$ cat config.mk
export PLATFORM = sky130hd
export DESIGN_NAME = multicycle_main_control_flat
export DESIGN_NICKNAME = d
export VERILOG_FILES = /design/src/rtl/multicycle_main_control_if.sv /design/src/rtl/multicycle_main_control.sv /design/src/flat_wrapper.sv
export SDC_FILE = /design/constraint.sdc
export NUM_CORES = 1
export LEC_CHECK = 0
export CAP_MARGIN = 20
export CORE_MARGIN = 1.5
export CORE_UTILIZATION = 36
export DETAILED_ROUTE_END_ITERATION = 16
export PLACE_DENSITY_LB_ADDON = 0.08
export SYNTH_ARGS = -nofsm -noshare
export SYNTH_HDL_FRONTEND = slang
export SYNTH_SLANG_ARGS = --single-unit
$ cat constraint.sdc
create_clock -name clk -period 1.95 [get_ports clk]
set_clock_uncertainty 0.15 [all_clocks]
set_input_delay 0.195 -clock clk [delete_from_list [all_inputs] [get_ports clk]]
set_output_delay 0.195 -clock clk [all_outputs]
set_load 0.02 [all_outputs]
$ cat src/rtl/multicycle_main_control_if.sv
// Control bus between the multicycle main control FSM (master) and the datapath (slave).
// IllegalOp is present only when ILLEGAL_OP_TRAP_EN is defined.
interface multicycle_main_control_if;
    logic [5:0] Op;
    logic       MemReady;
    logic       PCWrite;
    logic       PCWriteCond;
    logic       IorD;
    logic       MemRead;
    logic       MemWrite;
    logic       IRWrite;
    logic       MemtoReg;
    logic       RegDst;
    logic       RegWrite;
    logic       ALUSrcA;
    logic [1:0] ALUSrcB;
    logic [1:0] ALUop;
    logic [1:0] PCSource;
    logic [3:0] State;
`ifdef ILLEGAL_OP_TRAP_EN
    logic       IllegalOp;
`endif

    modport master (
        input  Op, MemReady,
        output PCWrite, PCWriteCond, IorD, MemRead, MemWrite, IRWrite,
               MemtoReg, RegDst, RegWrite, ALUSrcA, ALUSrcB, ALUop, PCSource,
`ifdef ILLEGAL_OP_TRAP_EN
               IllegalOp,
`endif
               State
    );

    modport slave (
        output Op, MemReady,
        input  PCWrite, PCWriteCond, IorD, MemRead, MemWrite, IRWrite,
               MemtoReg, RegDst, RegWrite, ALUSrcA, ALUSrcB, ALUop, PCSource,
`ifdef ILLEGAL_OP_TRAP_EN
               IllegalOp,
`endif
               State
    );
endinterface

$ cat src/rtl/multicycle_main_control.sv
// Main control FSM of the 32-bit multicycle datapath: sequences fetch/decode/execute/mem/writeback.
// Define ILLEGAL_OP_TRAP_EN to trap undefined opcodes in a TRAP state that raises IllegalOp.
module multicycle_main_control (
    input  logic                              clk,
    input  logic                              reset,
    multicycle_main_control_if.master         ctrl
);

    localparam logic [5:0] OP_RTYPE = 6'b000000;
    localparam logic [5:0] OP_LW    = 6'b100011;
    localparam logic [5:0] OP_SW    = 6'b101011;
    localparam logic [5:0] OP_BEQ   = 6'b000100;
    localparam logic [5:0] OP_ADDI  = 6'b001000;
    localparam logic [5:0] OP_J     = 6'b000010;

    typedef enum logic [3:0] {
        FETCH  = 4'd0,
        DECODE = 4'd1,
        MEMADR = 4'd2,
        MEMRD  = 4'd3,
        MEMWB  = 4'd4,
        MEMWR  = 4'd5,
        EXEC   = 4'd6,
        ALUWB  = 4'd7,
        BRANCH = 4'd8,
        ADDIEX = 4'd9,
        ADDIWB = 4'd10,
`ifdef ILLEGAL_OP_TRAP_EN
        TRAP   = 4'd12,
`endif
        JUMP   = 4'd11
    } state_e;

    state_e state_q;
    state_e state_d;

    // Next-state logic; Op is looked at only in DECODE and MEMADR.
    always_comb begin
        // NOTE: default first so every path assigns state_d and no latch is inferred.
        state_d = FETCH;
        case (state_q)
            FETCH:  state_d = ctrl.MemReady ? DECODE : FETCH;
            DECODE: begin
                case (ctrl.Op)
                    OP_LW, OP_SW: state_d = MEMADR;
                    OP_RTYPE:     state_d = EXEC;
                    OP_BEQ:       state_d = BRANCH;
                    OP_ADDI:      state_d = ADDIEX;
                    OP_J:         state_d = JUMP;
`ifdef ILLEGAL_OP_TRAP_EN
                    default:      state_d = TRAP;
`else
                    default:      state_d = FETCH;
`endif
                endcase
            end
            MEMADR: begin
                if (ctrl.Op == OP_LW)      state_d = MEMRD;
                else if (ctrl.Op == OP_SW) state_d = MEMWR;
                else                       state_d = FETCH;
            end
            MEMRD:  state_d = ctrl.MemReady ? MEMWB : MEMRD;
            MEMWB:  state_d = FETCH;
            MEMWR:  state_d = ctrl.MemReady ? FETCH : MEMWR;
            EXEC:   state_d = ALUWB;
            ALUWB:  state_d = FETCH;
            BRANCH: state_d = FETCH;
            ADDIEX: state_d = ADDIWB;
            ADDIWB: state_d = FETCH;
            JUMP:   state_d = FETCH;
`ifdef ILLEGAL_OP_TRAP_EN
            TRAP:   state_d = TRAP;
`endif
            default: state_d = FETCH;
        endcase
    end

    always_ff @(posedge clk or posedge reset) begin
        // NOTE: non-blocking assignment for sequential state avoids read/write races between flops.
        if (reset) state_q <= FETCH;
        else       state_q <= state_d;
    end

    // Outputs decode from the state; MemReady qualifies only the FETCH writes.
    always_comb begin
        ctrl.PCWrite     = 1'b0;
        ctrl.PCWriteCond = 1'b0;
        ctrl.IorD        = 1'b0;
        ctrl.MemRead     = 1'b0;
        ctrl.MemWrite    = 1'b0;
        ctrl.IRWrite     = 1'b0;
        ctrl.MemtoReg    = 1'b0;
        ctrl.RegDst      = 1'b0;
        ctrl.RegWrite    = 1'b0;
        ctrl.ALUSrcA     = 1'b0;
        ctrl.ALUSrcB     = 2'b00;
        ctrl.ALUop       = 2'b00;
        ctrl.PCSource    = 2'b00;
`ifdef ILLEGAL_OP_TRAP_EN
        ctrl.IllegalOp   = 1'b0;
`endif
        case (state_q)
            FETCH: begin
                ctrl.MemRead = 1'b1;
                ctrl.ALUSrcB = 2'b01;
                ctrl.IRWrite = ctrl.MemReady;
                ctrl.PCWrite = ctrl.MemReady;
            end
            DECODE: ctrl.ALUSrcB = 2'b11;
            MEMADR, ADDIEX: begin
                ctrl.ALUSrcA = 1'b1;
                ctrl.ALUSrcB = 2'b10;
            end
            MEMRD: begin
                ctrl.MemRead = 1'b1;
                ctrl.IorD    = 1'b1;
            end
            MEMWB: begin
                ctrl.RegWrite = 1'b1;
                ctrl.MemtoReg = 1'b1;
            end
            MEMWR: begin
                ctrl.MemWrite = 1'b1;
                ctrl.IorD     = 1'b1;
            end
            EXEC: begin
                ctrl.ALUSrcA = 1'b1;
                ctrl.ALUop   = 2'b10;
            end
            ALUWB: begin
                ctrl.RegWrite = 1'b1;
                ctrl.RegDst   = 1'b1;
            end
            BRANCH: begin
                ctrl.ALUSrcA     = 1'b1;
                ctrl.ALUop       = 2'b01;
                ctrl.PCWriteCond = 1'b1;
                ctrl.PCSource    = 2'b01;
            end
            ADDIWB: ctrl.RegWrite = 1'b1;
            JUMP: begin
                ctrl.PCWrite  = 1'b1;
                ctrl.PCSource = 2'b10;
            end
`ifdef ILLEGAL_OP_TRAP_EN
            TRAP: ctrl.IllegalOp = 1'b1;
`endif
            default: ;
        endcase
    end

    assign ctrl.State = state_q;

endmodule

$ cat src/flat_wrapper.sv
// flat-port wrapper written by rule: the top's interface ports become plain ports
module multicycle_main_control_flat 
  (clk, reset, ctrl_Op, ctrl_MemReady, ctrl_PCWrite, ctrl_PCWriteCond, ctrl_IorD, ctrl_MemRead, ctrl_MemWrite, ctrl_IRWrite, ctrl_MemtoReg, ctrl_RegDst, ctrl_RegWrite, ctrl_ALUSrcA, ctrl_ALUSrcB, ctrl_ALUop, ctrl_PCSource, ctrl_State);
  multicycle_main_control_if ctrl_i ();
  input  logic clk;
  input  logic reset;
  input wire logic [$bits(ctrl_i.Op)-1:0] ctrl_Op;
  input wire logic [$bits(ctrl_i.MemReady)-1:0] ctrl_MemReady;
  output wire logic [$bits(ctrl_i.PCWrite)-1:0] ctrl_PCWrite;
  output wire logic [$bits(ctrl_i.PCWriteCond)-1:0] ctrl_PCWriteCond;
  output wire logic [$bits(ctrl_i.IorD)-1:0] ctrl_IorD;
  output wire logic [$bits(ctrl_i.MemRead)-1:0] ctrl_MemRead;
  output wire logic [$bits(ctrl_i.MemWrite)-1:0] ctrl_MemWrite;
  output wire logic [$bits(ctrl_i.IRWrite)-1:0] ctrl_IRWrite;
  output wire logic [$bits(ctrl_i.MemtoReg)-1:0] ctrl_MemtoReg;
  output wire logic [$bits(ctrl_i.RegDst)-1:0] ctrl_RegDst;
  output wire logic [$bits(ctrl_i.RegWrite)-1:0] ctrl_RegWrite;
  output wire logic [$bits(ctrl_i.ALUSrcA)-1:0] ctrl_ALUSrcA;
  output wire logic [$bits(ctrl_i.ALUSrcB)-1:0] ctrl_ALUSrcB;
  output wire logic [$bits(ctrl_i.ALUop)-1:0] ctrl_ALUop;
  output wire logic [$bits(ctrl_i.PCSource)-1:0] ctrl_PCSource;
  output wire logic [$bits(ctrl_i.State)-1:0] ctrl_State;
  assign ctrl_i.Op = ctrl_Op;
  assign ctrl_i.MemReady = ctrl_MemReady;
  assign ctrl_PCWrite = ctrl_i.PCWrite;
  assign ctrl_PCWriteCond = ctrl_i.PCWriteCond;
  assign ctrl_IorD = ctrl_i.IorD;
  assign ctrl_MemRead = ctrl_i.MemRead;
  assign ctrl_MemWrite = ctrl_i.MemWrite;
  assign ctrl_IRWrite = ctrl_i.IRWrite;
  assign ctrl_MemtoReg = ctrl_i.MemtoReg;
  assign ctrl_RegDst = ctrl_i.RegDst;
  assign ctrl_RegWrite = ctrl_i.RegWrite;
  assign ctrl_ALUSrcA = ctrl_i.ALUSrcA;
  assign ctrl_ALUSrcB = ctrl_i.ALUSrcB;
  assign ctrl_ALUop = ctrl_i.ALUop;
  assign ctrl_PCSource = ctrl_i.PCSource;
  assign ctrl_State = ctrl_i.State;
  multicycle_main_control u_core (.clk(clk), .reset(reset), .ctrl(ctrl_i));
endmodule
Yosys cells after proc, flatten, opt, wreduce, memory -nomap -nowiden
Index checks and enable logic that the tools add are counted.
- logic and storage cells: 45
- output and inout port bits: 20
- register bits after elaboration: 4
- input port bits: 9
- muxes and demuxes: 20
- eq/ne operators: 16
- reductions and logical operators: 8
- operators by type and width (kind ; number):
    4-bit one-hot mux with 7 select lines ; 1
    4-bit one-hot mux with 5 select lines ; 1
    4-bit by 3-bit == test with 1-bit output, second input constant ; 4
    4-bit == test, second input constant ; 4
    6-bit == test, second input constant ; 2
    1-bit two-way mux ; 10
    3-bit two-way mux ; 3
    4-bit by 2-bit == test with 1-bit output, second input constant ; 2
    2-bit one-hot mux with 2 select lines ; 2
    2-bit OR reduction ; 4
    6-bit by 2-bit == test with 1-bit output, second input constant ; 1
    6-bit by 3-bit == test with 1-bit output, second input constant ; 1
    6-bit by 4-bit == test with 1-bit output, second input constant ; 1
    6-bit logical NOT ; 1
    2-bit one-hot mux with 3 select lines ; 1
    4-bit by 1-bit == test with 1-bit output, second input constant ; 1
    4-bit logical NOT ; 1
    4-bit two-way mux ; 1
    4-bit OR reduction ; 1
    3-bit OR reduction ; 1
    1-bit one-hot mux with 2 select lines ; 1

Logic depth before layout (Yosys ltp)
- depth in word-level cells: 4
- mapped depth: 5
- gate-level depth less buffers: 4

Worst setup path before layout
Ideal clock, no wire load.
- path kind: register to output
- start point: register u_core.state_q[2], in the netlist u_core.ctrl.State[2]
- end point: output port ctrl_ALUop[0]
- buffers on the path: 2
- arrival: 1.701 ns
- data required time: 1.605 ns
- path slack: -0.096 ns
- stages on the path, launching flop included: 5
- path through: dfrtp_1 buf_2 nand2b_1 nor3_1 buf_4
- word-level cells in the longest chain between the ends: 2
- elaborated cells between the ends (all ways): 3
- those cells by class: eq/ne (2); mux (1)
- RTL lines (what ; RTL line ; source):
    start: declaration ; multicycle_main_control.sv:34 ; state_e state_q;
    start signal: assignment ; multicycle_main_control.sv:81 ; else state_q <= state_d;
    4-bit == test or 4-bit by 3-bit == test with 1-bit output (tied branches) ; multicycle_main_control.sv:102 ; case (state_q)
    2-bit one-hot mux with 2 select lines * ; multicycle_main_control.sv:102 ;
    end: declaration ; flat_wrapper.sv:20 ; output wire logic [$bits(ctrl_i.ALUop)-1:0] ctrl_ALUop;
Every way passes the cells marked *; elsewhere a longest branch is shown, timed or not.

Final worst setup path
- start point: register u_core.state_q[0], in the netlist u_core.ctrl.State[0]
- end point: output port ctrl_PCWrite
- word-level cells in the longest chain between the ends: 2
- elaborated cells between the ends (all ways): 3
- those cells by class: eq/ne (1); mux (1); reduce/logical (1)
- RTL lines (what ; RTL line ; source):
    4-bit == test or 4-bit logical NOT (tied branches) ; multicycle_main_control.sv:102 ;
    1-bit one-hot mux with 2 select lines * ; multicycle_main_control.sv:102 ;
    end: declaration ; flat_wrapper.sv:9 ; output wire logic [$bits(ctrl_i.PCWrite)-1:0] ctrl_PCWrite;
Marks and branches as above.

==> metrics <==
core area=1301 sq um; EDFF count, synth=0; Hold Path Sink=u_core.ctrl.State[3]; clock-pin slew on the worst setup and hold paths=0.04 ns; Max H-tree Level=1; initial antenna violation count=0; Post-CTS Setup Bufs=0; drt wl/cell=between 10 and 15 um; Multi-input gate area=~380 sq um; Root Buffer=clkbuf_4; CTS buffer count=3; Final Routed Wirelength=roughly 1.5 mm; Mapped Nets=around 80; library cells used by synthesis=31; crit path launch type=flip-flop; CP arrival=approximately 1.5 ns; Tcrit/Tclk final=0.9521; leading area contributor after synthesis=dfrtp_1; Crit Path Max Fanout=6; asr flop ratio synth=1.000; Period minus WS final=between 1.5 and 2 ns; Slew Limit Headroom=0.8256; worst reg2reg setup slack=~0.28 ns; first-pass GRT wire length=about 2.4 mm; Starting Density=0.3894; top cells by count, synth=nor2_1 (9), nor3_1 (7), nand2b_1 (5), o21ai_0 (5); ANT cells=0; main area contributors after synthesis=dfrtp_1 (20%), nor3_1 (6.9%), nor2_1 (6.7%); CP Capture Type=output pin; final HPWL from detailed placement=1.156 mm; Tot GR Track Use=0.2258; Worst-Skew Late Latency=roughly 0.24 ns; Overflow after GRT=0; worst-case reg-to-reg path depth=4; input/output buffers=28; worst-margin pin slew=around 0.26 ns; drt drc=0; Int Pwr=approximately 260 uW; pin count of the biggest net entering global routing=9; Main synth FF type=dfrtp_1; Via density=5.195; reg2reg start=u_core.ctrl.State[0]; Placed Area=862.1 sq um; I/O pin count=29; layout filler cell count=133; worst hold path depth=2; peak supply drop=around 0.46 mV; Die Wd=roughly 41 um; Req. time, crit path=1.60 ns; Max Root-Sink Buffers=2; fraction of layout cells with a size suffix above 1=0.2222; clock sink count=4; P per Cell Area=between 400 and 500 nW/um^2; Seq pwr share=0.231; DR vias=around 640; P_sw=162.6 uW; Rows=13; Final #Nets=119; Mapped Area=506.7 sq um; CTS tree=built; critical setup path kind=flip-flop to output pin; GPL Wtd Cong=0.7414; Synth warnings=0; Hold Crit Class=flip-flop to flip-flop; FF+latch count, synth=4; final core occ=0.6740; most common cell in the netlist=nor2_1; DRT iter0 DRCs=7; Final Cell Area=877.1 sq um; RSZ-0062 raised after global routing=no; final-report setup violation count=0; 1st-pass router iterations=3; Max-Cap Viols=0; Max Clk Rate=538.6 MHz; die area=between 1500 and 2000 sq um; top-area cell type share of the netlist area=0.1975; register area=between 100 and 150 sq um; Comb power frac=0.514; status=completed; Die Y=approximately 40 um; Syn Inst Count=~70; Final Max Tran Viols=0; sequential area share after synthesis=0.1975; endpoints failing hold=0; ANT nets after route=0; Hold Crit Start=u_core.ctrl.State[2]; Layout area overhead=73.09%; Net Sw Frac=0.3833; Largest register FFs=4; Static Leak=between 0.4 and 0.5 nW; Clk pwr share=0.255; R2R Path End=u_core.ctrl.State[1]; vias in the first global route=571; Synth Area per Inst=between 7 and 8 sq um
area by class of cell:
cell class	instances	share of cell area
clock buffers	3	0.02568
inverters	2	0.008559
multi-input cells	59	0.4337
flip-flops and latches	4	0.1155
well taps	15	0.02140
repair buffers	40	0.3951
what timing repair did:
| item | in CTS | in global routing |
|---|---|---|
| hold buffers | 1 | 0 |
| gates resized for setup | 18 | 5 |
| endpoints found under the setup margin | 16 | 3 |
| hold endpoints to repair | 4 | 0 |
worst max path at each step:
stage / start / end / slack (ns) / depth (start not counted)
after global routing: u_core.ctrl.State[0] / ctrl_PCWrite / 0.009 / 5
after floorplan: u_core.ctrl.State[1] / ctrl_PCWrite / 0.11 / 4
final: u_core.ctrl.State[0] / ctrl_PCWrite / 0.09 / 5
after detailed placement: ctrl_MemReady / ctrl_PCWrite / -0.003 / 4
after global placement: ctrl_MemReady / ctrl_PCWrite / 0.01 / 4
after CTS: u_core.ctrl.State[3] / ctrl_RegWrite / 0.04 / 4
kinds of logic after synthesis:
group,count (synthesis),share of synthesized area
buf+inv,9,0.08642
flops,4,0.1975
mux,1,0.01975
simple gates,37,0.3926
compound gates,18,0.2518
xor+xnor,3,0.05186
cell usage in the layout (no fill, tap or decap), types with 2 or more instances in the layout:
master	synthesis	layout
nor2b_1	2	2
xnor2_1	2	2
buf_4	2	11
and3_1	2	2
nor2_1	9	9
clkbuf_4	0	3
nand3b_1	2	2
o21ai_0	5	5
nand3_1	2	2
dlygate4sd2_1	0	13
inv_1	2	2
clkbuf_2	0	2
nor3_1	7	5
dfrtp_1	4	3
a21oi_1	4	4
clkdlybuf4s50_1	0	12
nand2b_1	5	4
nor3_2	0	2
o21a_1	2	2
nand2_1	3	3
power groups by stage:
stage / combinational (mW) / clock, mW / sequential, mW
3_3_place_gp: 0.229 / 0 / 0.0986
6_report: 0.218 / 0.108 / 0.0981
3_5_place_dp: 0.232 / 0 / 0.0984
4_1_cts: 0.218 / 0.113 / 0.0979
5_1_grt: 0.238 / 0.115 / 0.0996
2_1_floorplan: 0.117 / 0 / 0.104
through the flow:
step                setup slack (ns)  power, mW  hold slack [ns]  instances  setup TNS, ns
floorplan                     0.1070     0.2210          -0.1889         72              0
global placement             0.01060     0.3275           0.2438        119              0
detailed placement         -0.002880     0.3302           0.2506        119      -0.002880
CTS                          0.04176     0.4284           0.5098        123              0
global route                0.008551     0.4525           0.5577        123              0
finish                       0.09332     0.4241           0.5239        123              0
worst max-delay path: stages, from the launching register on:
cell	delay [ns]
dfrtp_1	0.42
buf_4	0.18
nand2_1	0.08
nor2_1	0.05
or2_2	0.26
clkdlybuf4s15_1	0.28
layer usage:
metal	routed length, um	vias up	track usage
met5	0	-	0
met4	24	0	0.1167
met3	71	3	0.03333
met2	708	21	0.3929
met1	655	287	0.2625
li1	-	328	-
No activity file was read; power rests on OpenSTA's default activity.
